--- src/rtl/pipeline_hazard_controller_if.sv ---
// Hazard-controller bundle: decode/execute/memory status in, stall/flush/redirect out.
// Optional PIPELINE_PERF_COUNTERS_EN adds the three event counters.
interface pipeline_hazard_controller_if #(
  parameter int NUM_STAGES     = 5,
  parameter int PC_WIDTH       = 32,
  parameter int REG_ADDR_WIDTH = 5
);
  logic [REG_ADDR_WIDTH-1:0] id_rs1_addr;
  logic [REG_ADDR_WIDTH-1:0] id_rs2_addr;
  logic                      id_rs1_used;
  logic                      id_rs2_used;
  logic [REG_ADDR_WIDTH-1:0] ex_rd_addr;
  logic                      ex_wr_en;
  logic                      ex_is_load;
  logic                      muldiv_start;
  logic                      muldiv_done;
  logic                      br_mispredict;
  logic [PC_WIDTH-1:0]       br_target;
  logic                      mem_wait;
  logic [NUM_STAGES-1:0]     stall;
  logic [NUM_STAGES-1:0]     flush;
  logic                      irreg_pc_valid;
  logic [PC_WIDTH-1:0]       irreg_pc;
  logic                      muldiv_clear;
  logic                      muldiv_busy;
`ifdef PIPELINE_PERF_COUNTERS_EN
  logic [31:0]               mispredict_count;
  logic [31:0]               stall_cycle_count;
  logic [31:0]               muldiv_abort_count;
`endif

  modport master (
    output id_rs1_addr, id_rs2_addr, id_rs1_used, id_rs2_used,
    output ex_rd_addr, ex_wr_en, ex_is_load,
    output muldiv_start, muldiv_done, br_mispredict, br_target, mem_wait,
    input  stall, flush, irreg_pc_valid, irreg_pc, muldiv_clear, muldiv_busy
`ifdef PIPELINE_PERF_COUNTERS_EN
    , input mispredict_count, stall_cycle_count, muldiv_abort_count
`endif
  );

  modport slave (
    input  id_rs1_addr, id_rs2_addr, id_rs1_used, id_rs2_used,
    input  ex_rd_addr, ex_wr_en, ex_is_load,
    input  muldiv_start, muldiv_done, br_mispredict, br_target, mem_wait,
    output stall, flush, irreg_pc_valid, irreg_pc, muldiv_clear, muldiv_busy
`ifdef PIPELINE_PERF_COUNTERS_EN
    , output mispredict_count, stall_cycle_count, muldiv_abort_count
`endif
  );
endinterface

--- src/rtl/pipeline_hazard_controller.sv ---
// N-stage in-order pipeline hazard controller: stall/flush vectors, fetch redirect, mul/div tracking FSM.
// Optional event counters are compiled in with PIPELINE_PERF_COUNTERS_EN.
module pipeline_hazard_controller #(
  parameter int NUM_STAGES     = 5,
  parameter int EX_STAGE       = 2,
  parameter int PC_WIDTH       = 32,
  parameter int REG_ADDR_WIDTH = 5,
  parameter int MULDIV_TIMEOUT = 40
) (
  input logic                       clk,
  input logic                       rst,
  pipeline_hazard_controller_if.slave hz
);
  localparam int CNT_W = $clog2(MULDIV_TIMEOUT + 1);
  localparam logic [CNT_W-1:0] CNT_TMO = CNT_W'(MULDIV_TIMEOUT);

  typedef enum logic {IDLE, BUSY} state_e;

  state_e                state_q, state_d;
  logic [CNT_W-1:0]      cnt_q, cnt_d;
  logic [NUM_STAGES-1:0] stall_c, flush_c;
  logic                  irv_c, clear_c;
  logic [PC_WIDTH-1:0]   irpc_c;
  logic                  load_use, md_timeout, md_term;

  // Stage masks relative to execute and writeback.
  logic [NUM_STAGES-1:0] upto_ex_m, before_ex_m, after_ex_m, ex_m, mem_hold_m, wb_m;
  for (genvar gi = 0; gi < NUM_STAGES; gi++) begin : g_mask
    assign upto_ex_m[gi]   = (gi <= EX_STAGE);
    assign before_ex_m[gi] = (gi < EX_STAGE);
    assign ex_m[gi]        = (gi == EX_STAGE);
    assign after_ex_m[gi]  = (gi == EX_STAGE + 1);
    assign mem_hold_m[gi]  = (gi < NUM_STAGES - 1);
    assign wb_m[gi]        = (gi == NUM_STAGES - 1);
  end

  assign load_use = hz.ex_is_load && hz.ex_wr_en && (hz.ex_rd_addr != '0) &&
                    ((hz.id_rs1_used && (hz.id_rs1_addr == hz.ex_rd_addr)) ||
                     (hz.id_rs2_used && (hz.id_rs2_addr == hz.ex_rd_addr)));
  assign md_timeout = (state_q == BUSY) && !hz.muldiv_done && (cnt_q == CNT_TMO);
  assign md_term    = ((state_q == IDLE) && hz.muldiv_start) ||
                      ((state_q == BUSY) && !hz.muldiv_done && !md_timeout);

  always_comb begin
    state_d = state_q;
    cnt_d   = cnt_q;
    stall_c = '0;
    flush_c = '0;
    irv_c   = 1'b0;
    irpc_c  = '0;
    clear_c = 1'b0;
    if (rst) begin
      flush_c = '1;
      clear_c = 1'b1;
    end else if (hz.mem_wait) begin
      stall_c = mem_hold_m;
      flush_c = wb_m;
    end else if (hz.br_mispredict) begin
      flush_c = upto_ex_m;
      irv_c   = 1'b1;
      irpc_c  = hz.br_target;
      if (state_q == BUSY) begin
        clear_c = 1'b1;
        state_d = IDLE;
        cnt_d   = '0;
      end
    end else begin
      if (state_q == IDLE) begin
        if (hz.muldiv_start) begin
          state_d = BUSY;
          cnt_d   = CNT_W'(1);
        end
      end else if (hz.muldiv_done) begin
        state_d = IDLE;
        cnt_d   = '0;
      end else if (md_timeout) begin
        clear_c = 1'b1;
        state_d = IDLE;
        cnt_d   = '0;
      end else if (cnt_q != '1) begin
        cnt_d = cnt_q + CNT_W'(1);
      end
      // Mul/div occupancy outranks a load-use bubble.
      if (md_term) begin
        stall_c = upto_ex_m;
        flush_c = after_ex_m;
      end else if (load_use) begin
        stall_c = before_ex_m;
        flush_c = ex_m;
      end
    end
  end

  always_ff @(posedge clk) begin
    if (rst) begin
      state_q <= IDLE;
      cnt_q   <= '0;
    end else begin
      state_q <= state_d;
      cnt_q   <= cnt_d;
    end
  end

  assign hz.stall          = stall_c;
  assign hz.flush          = flush_c;
  assign hz.irreg_pc_valid = irv_c;
  assign hz.irreg_pc       = irpc_c;
  assign hz.muldiv_clear   = clear_c;
  assign hz.muldiv_busy    = (state_q == BUSY) && !rst;

`ifdef PIPELINE_PERF_COUNTERS_EN
  logic [31:0] mis_cnt_q, stall_cnt_q, abort_cnt_q;
  logic        mis_evt, abort_evt;

  assign mis_evt   = !rst && !hz.mem_wait && hz.br_mispredict;
  assign abort_evt = !rst && !hz.mem_wait && !hz.br_mispredict && md_timeout;

  always_ff @(posedge clk) begin
    if (rst) begin
      mis_cnt_q   <= '0;
      stall_cnt_q <= '0;
      abort_cnt_q <= '0;
    end else begin
      if (mis_evt && (mis_cnt_q != '1))      mis_cnt_q   <= mis_cnt_q + 32'd1;
      if (stall_c[0] && (stall_cnt_q != '1)) stall_cnt_q <= stall_cnt_q + 32'd1;
      if (abort_evt && (abort_cnt_q != '1))  abort_cnt_q <= abort_cnt_q + 32'd1;
    end
  end

  assign hz.mispredict_count   = mis_cnt_q;
  assign hz.stall_cycle_count  = stall_cnt_q;
  assign hz.muldiv_abort_count = abort_cnt_q;
`endif
endmodule

--- src/flat_wrapper.sv ---
// flat-port wrapper written by rule: the top's interface ports become plain ports
module pipeline_hazard_controller_flat 
#(
  parameter int NUM_STAGES     = 5,
  parameter int EX_STAGE       = 2,
  parameter int PC_WIDTH       = 32,
  parameter int REG_ADDR_WIDTH = 5,
  parameter int MULDIV_TIMEOUT = 40
)
  (clk, rst, hz_id_rs1_addr, hz_id_rs2_addr, hz_id_rs1_used, hz_id_rs2_used, hz_ex_rd_addr, hz_ex_wr_en, hz_ex_is_load, hz_muldiv_start, hz_muldiv_done, hz_br_mispredict, hz_br_target, hz_mem_wait, hz_stall, hz_flush, hz_irreg_pc_valid, hz_irreg_pc, hz_muldiv_clear, hz_muldiv_busy);
  pipeline_hazard_controller_if #(.NUM_STAGES(NUM_STAGES), .PC_WIDTH(PC_WIDTH), .REG_ADDR_WIDTH(REG_ADDR_WIDTH)) hz_i ();
  input logic clk;
  input logic rst;
  input wire logic [$bits(hz_i.id_rs1_addr)-1:0] hz_id_rs1_addr;
  input wire logic [$bits(hz_i.id_rs2_addr)-1:0] hz_id_rs2_addr;
  input wire logic [$bits(hz_i.id_rs1_used)-1:0] hz_id_rs1_used;
  input wire logic [$bits(hz_i.id_rs2_used)-1:0] hz_id_rs2_used;
  input wire logic [$bits(hz_i.ex_rd_addr)-1:0] hz_ex_rd_addr;
  input wire logic [$bits(hz_i.ex_wr_en)-1:0] hz_ex_wr_en;
  input wire logic [$bits(hz_i.ex_is_load)-1:0] hz_ex_is_load;
  input wire logic [$bits(hz_i.muldiv_start)-1:0] hz_muldiv_start;
  input wire logic [$bits(hz_i.muldiv_done)-1:0] hz_muldiv_done;
  input wire logic [$bits(hz_i.br_mispredict)-1:0] hz_br_mispredict;
  input wire logic [$bits(hz_i.br_target)-1:0] hz_br_target;
  input wire logic [$bits(hz_i.mem_wait)-1:0] hz_mem_wait;
  output wire logic [$bits(hz_i.stall)-1:0] hz_stall;
  output wire logic [$bits(hz_i.flush)-1:0] hz_flush;
  output wire logic [$bits(hz_i.irreg_pc_valid)-1:0] hz_irreg_pc_valid;
  output wire logic [$bits(hz_i.irreg_pc)-1:0] hz_irreg_pc;
  output wire logic [$bits(hz_i.muldiv_clear)-1:0] hz_muldiv_clear;
  output wire logic [$bits(hz_i.muldiv_busy)-1:0] hz_muldiv_busy;
  assign hz_i.id_rs1_addr = hz_id_rs1_addr;
  assign hz_i.id_rs2_addr = hz_id_rs2_addr;
  assign hz_i.id_rs1_used = hz_id_rs1_used;
  assign hz_i.id_rs2_used = hz_id_rs2_used;
  assign hz_i.ex_rd_addr = hz_ex_rd_addr;
  assign hz_i.ex_wr_en = hz_ex_wr_en;
  assign hz_i.ex_is_load = hz_ex_is_load;
  assign hz_i.muldiv_start = hz_muldiv_start;
  assign hz_i.muldiv_done = hz_muldiv_done;
  assign hz_i.br_mispredict = hz_br_mispredict;
  assign hz_i.br_target = hz_br_target;
  assign hz_i.mem_wait = hz_mem_wait;
  assign hz_stall = hz_i.stall;
  assign hz_flush = hz_i.flush;
  assign hz_irreg_pc_valid = hz_i.irreg_pc_valid;
  assign hz_irreg_pc = hz_i.irreg_pc;
  assign hz_muldiv_clear = hz_i.muldiv_clear;
  assign hz_muldiv_busy = hz_i.muldiv_busy;
  pipeline_hazard_controller #(.NUM_STAGES(NUM_STAGES), .EX_STAGE(EX_STAGE), .PC_WIDTH(PC_WIDTH), .REG_ADDR_WIDTH(REG_ADDR_WIDTH), .MULDIV_TIMEOUT(MULDIV_TIMEOUT)) u_core (.clk(clk), .rst(rst), .hz(hz_i));
endmodule
--- config.mk ---
export PLATFORM = sky130hd
export DESIGN_NAME = pipeline_hazard_controller_flat
export DESIGN_NICKNAME = d
export VERILOG_FILES = /design/src/rtl/pipeline_hazard_controller_if.sv /design/src/rtl/pipeline_hazard_controller.sv /design/src/flat_wrapper.sv
export SDC_FILE = /design/constraint.sdc
export NUM_CORES = 1
export LEC_CHECK = 0
export BUFFER_PORTS_ARGS = -buffer_cell sky130_fd_sc_hd__buf_4
export CAP_MARGIN = 20
export CORE_AREA = 3 3 59 61
export DETAILED_ROUTE_END_ITERATION = 10
export DIE_AREA = 0 0 62 64
export PLACE_DENSITY_LB_ADDON = 0.15
export SKIP_CTS_REPAIR_TIMING = 1
export SLEW_MARGIN = 40
export SYNTH_ARGS = -nofsm -noshare
export SYNTH_HDL_FRONTEND = slang
export SYNTH_SLANG_ARGS = --single-unit
--- constraint.sdc ---
create_clock -name clk -period 1.7 [get_ports clk]
set_clock_uncertainty 0.15 [all_clocks]
set_input_delay 0.17 -clock clk [delete_from_list [all_inputs] [get_ports clk]]
set_output_delay 0.17 -clock clk [all_outputs]
set_load 0.02 [all_outputs]
# [Yosys cells after proc, flatten, opt, wreduce, memory -nomap -nowiden]
# Cells that the tools add are included.
[classes] addsub=1 mul=0 div=0 order_cmp=0 eq_ne=6 shift=0 mux=35 bitwise_logic=2 n_reduce_logical=18
[op_table] cell="$mux W32" n=3
[op_table] cell="$mux W6" n=7
[op_table] cell="$mux W5" n=8
[op_table] cell="$mux W1" n=15
[op_table] cell="$eq A5 B5 Y1" n=2
[op_table] cell="$logic_and A1 B1 Y1" n=10
[op_table] cell="$add A6 B1 Y6 const B" n=1
[op_table] cell="$eq A6 B6 Y1 const B" n=1
[op_table] cell="$ne A6 B6 Y1 const B" n=1
[op_table] cell="$ne A5 B5 Y1 const B" n=1
[op_table] cell="$reduce_bool A5 Y1" n=1
[op_table] cell="$reduce_and A4 Y1" n=1
[op_table] cell="$logic_not A1 Y1" n=3
[op_table] cell="$mux W3" n=1
[op_table] cell="$logic_or A1 B1 Y1" n=2
[op_table] cell="$mux W2" n=1
[op_table] cell="$ne A2 B1 Y1 const B" n=1
[op_table] cell="$not A1 Y1" n=2
[op_table] cell="$reduce_bool A2 Y1" n=1
[word_totals] regBits=7 latch_bits=0 ram_bits=0 mem_bits_ro=0 input_bits=57 out_inout_bits=45 memories=0

# [Longest topological paths before layout]
[logic_depth] depth_word=10 mapped_depth=7

# [Worst setup path before layout]
# OpenSTA, ideal clock, no wires.
[synth_path] path_type="reg-to-output" start="register u_core.cnt_q[0]" end="output port hz_stall[1]" t_arrival_ns=1.812 required_time_ns=1.380 path_slack_ns=-0.432 stages_incl_launch_ff=8 cell_sequence="dfxtp_1 > inv_1 > ha_1 > and4b_1 > a211oi_2 > nor2b_1 > o22ai_1 > buf_4"
[synth_between] elab_chain_cells=9
[synth_lines] item="start: declaration" line="pipeline_hazard_controller.sv:20" source="logic [CNT_W-1:0] cnt_q, cnt_d;"
[synth_lines] item="start signal: assignment" line="pipeline_hazard_controller.sv:100" source="cnt_q <= cnt_d;"
[synth_lines] item="$eq A6 B6 Y1" line="pipeline_hazard_controller.sv:40" source="assign md_timeout = (state_q == BUSY) && !hz.muldiv_done && (cnt_q == CNT_TMO);"
[synth_lines] item="$logic_and A1 B1 Y1" line="pipeline_hazard_controller.sv:40"
[synth_lines] item="$logic_not A1 Y1" line="pipeline_hazard_controller.sv:42" source="((state_q == BUSY) && !hz.muldiv_done && !md_timeout);"
[synth_lines] item="$logic_and A1 B1 Y1" line="pipeline_hazard_controller.sv:42"
[synth_lines] item="$logic_or A1 B1 Y1" line="pipeline_hazard_controller.sv:41" source="assign md_term = ((state_q == IDLE) && hz.muldiv_start) ||"
[synth_lines] item="$mux W5" line="pipeline_hazard_controller.sv:84" source="if (md_term) begin"
[synth_lines] item="$mux W5" line="pipeline_hazard_controller.sv:58" source="end else if (hz.br_mispredict) begin"
[synth_lines] item="$mux W5" line="pipeline_hazard_controller.sv:55" source="end else if (hz.mem_wait) begin"
[synth_lines] item="$mux W5" line="pipeline_hazard_controller.sv:52" source="if (rst) begin"
[synth_lines] item="end: declaration" line="flat_wrapper.sv:26" source="output wire logic [$bits(hz_i.stall)-1:0] hz_stall;"
# No other way between the ends.

# [Worst setup path in the final report]
[layout_path] start="register u_core.cnt_q[0]" end="output port hz_stall[0]"
# The elaborated chain is that of the path after synthesis.

==> metrics.yaml <==
pwr:
  p_comb_share_pct: 51.9
  p_int_mw: 0.4475
  p_per_area_nw_per_um2: 358.4
  peakVddDrop_uv: 176.7
  seq_power_share_pct: 25.1
  p_switching_mw: 0.2368
  cellLeakagePower_nw: 0.9109
  switching_share_pct: 34.61
  clock_power_share_pct: 23.0
logic_synthesis:
  synth_edf_count: 0
  synthTopCellsByArea: "and2_1 22%, dfxtp_1 15%, xor2_1 7.6%, o31ai_1 4.9%, a21oi_1 3.3%"
  ys.flop_type: "dfxtp_1"
  ys_ff_latch: 7
  synth_area_um2: 918.4
  syn_area_per_cell_um2: 7.175
  yosysTopAreaCellShare_pct: 21.80
  yosysWarnings: 0
  ys_seq_area_share_pct: 15.26
  syn_nets: 187
  synth.distinct_cells: 41
  synth_largest_area_cell: "and2_1"
  async_reset_ff_share_pct: 0
  synth_cells: 128
drt:
  antenna_left: 0
  drt_iter0_markers: 53
  wl_mm: 3.707
  num_vias: 1337
  routedWlPerCell_um: 13.24
  via_per_inst: 4.775
  drc: 0
  drtPass1Iterations: 4
min_path:
  min_from: "rst"
  min_path_type: "in2reg"
setup_path:
  path_max_fanout: 4
  crit_type: "reg2out"
  max_stage_delay_ns: 0.33
  cp.required_ns: 1.38
  worstReg2RegStart: "u_core.cnt_q[0]"
  cp-startpoint: "u_core.cnt_q[0]"
  cp_cell_sequence: "inv_2 -> ha_4 -> and4b_2 -> a211oi_4 -> nor2b_2 -> o22ai_2 -> buf_6"
  slowest_stage: "dfxtp_2"
  cp_num_buf_inv: 2
  endpoint_kind: "primary output"
  crit_family: "compound AO/OA/AOI/OAI gates"
  rrSetupSlack_ns: -0.10
  critical_path_arrival_ns: 1.75
  cp-start-kind: "flop"
final_layout:
  diodes: 0
  fin_nets: 296
  drive_gt1_share_pct: 58.47
  final_common_cell: "buf_4"
  fin_cells: 280
  syn2layout_area_growth_pct: 107.9
  regArea_um2: 142.6
  multi_input_area_um2: 804.5
  final_cell_mix: "109 x buf_4, 32 x and2_1, 8 x xor2_1"
  fill_cells: 262
clock_network:
  root_buffer: "clkbuf_4"
  numCtsBuffers: 3
  cts_tree: "built"
  clkTransAtPathRegs_ns: 0.06
  insertion_delay_ns: 0.26
  htreeDepth: 1
  cts_sinks: 7
  cts_max_path_buffers: 2
global_routing:
  grt_use_total_pct: 17.63
  grt_pass1_wl_mm: 5.340
  gr-total-overflow: 0
  grt_max_degree: 34
  grt_pass1_vias: 1291
  grt_antenna_before_repair: 0
sta:
  finalMaxSlewViolations: 0
  hold_viol: 0
  max_freq_mhz: 482.1
  setup_viol: 9
  fin_crit_sh_pct: 122.0
  period_minus_slack_ns: 2.074
  fin_hold_ws_ns: 0.02016
  rsz0062_at_grt: "yes"
  worst_slack_ns: -0.3743
floorplan:
  initial_core_util_pct: 30.33
  fp.dieW_um: 62
  rows: 20
  pin_count: 102
  die_area_um2: 3968
  design.core.area_um2: 3028
  fp.dieH_um: 64
place:
  gp_congestion: 0.8691
  portBuffers: 100
  place_inst: 274
  dpl.hpwl_mm: 2.937
run_status:
  violations: "negative setup slack"
  status: "finished with violations"
job:
  maxCapViolations: 0
-- per-layer routing --
metal / track usage (%) / part of all wire, % / vias to the layer above / routed length (µm)
li1: - / - / 656 / -
met3: 5.859 / 9.4 / 4 / 347
met4: 6.897 / 1.2 / 0 / 44
met1: 18.94 / 36 / 600 / 1344
met2: 30.44 / 53 / 77 / 1970
met5: 0 / 0 / - / 0
-- synthesized netlist by cell type (2+ instances only) --
library cell,instances
and2_1,32
xor2_1,8
dfxtp_1,7
inv_1,7
nor2_1,7
a21oi_1,6
nand2_1,6
o31ai_1,6
clkbuf_1,4
buf_4,3
nand3_1,3
nor4_1,3
a211oi_1,2
ha_1,2
o2111ai_1,2
o21ai_1,2
or3_1,2
or4_1,2
xnor2_1,2
-- state kept, by name, summed over array words and instances (netlist names) --
name	cells
u_core.cnt_q	6
u_core.state_q	1
-- power groups by stage --
stage               Combinational [mW]  Sequential (mW)  Clock [mW]
global route                     0.382            0.172       0.172
floorplan                        0.151            0.173           0
detailed placement               0.336            0.175           0
finish                           0.355            0.172       0.158
CTS                              0.337            0.171       0.166
global placement                 0.330            0.175           0
-- per-stage QoR --
stage | cell area (µm²) | total power, mW | TNS, ns | utilization, % | worst slack, ns
after floorplan | 943.4 | 0.3241 | -0.1746 | - | -0.1732
after global placement | 1778 | 0.5047 | -0.08925 | 58.72 | -0.04476
after detailed placement | 1778 | 0.5110 | -0.3021 | 58.72 | -0.09637
after CTS | 1804 | 0.6742 | -2.005 | 59.59 | -0.3893
after global routing | 1909 | 0.7254 | -2.783 | 63.06 | -0.4500
final | 1909 | 0.6843 | -1.939 | 63.06 | -0.3743
-- cell families (layout without fill, tap and decap cells) --
kind of cell	count (synthesis)	after routing	synth area share (%)
AOI/OAI and AO/OA	28	28	21.66
xor gates and xnor gates	10	10	9.537
adders and majority gates	2	2	2.724
buffers and inverters	16	124	7.901
DFF	7	7	15.26
muxes	1	1	1.090
other	1	1	0.4083
and+or+nand+nor	63	63	41.42
-- final cells by class --
cell class,instances,area share [%]
Multi-Input combinational cell,105,42.14
Inverter,8,1.573
Sequential cell,7,7.471
Clock buffer,4,1.376
Timing Repair Buffer,112,44.56
Tap cell,44,2.883
-- final timing paths --
kind         depth (start not counted)         endpoint
max reg2reg                          7  u_core.cnt_q[2]
min reg2reg                          2  u_core.cnt_q[5]
max                                  7      hz_stall[0]
min                                  2   u_core.state_q
(Power assumes the default switching activity.)
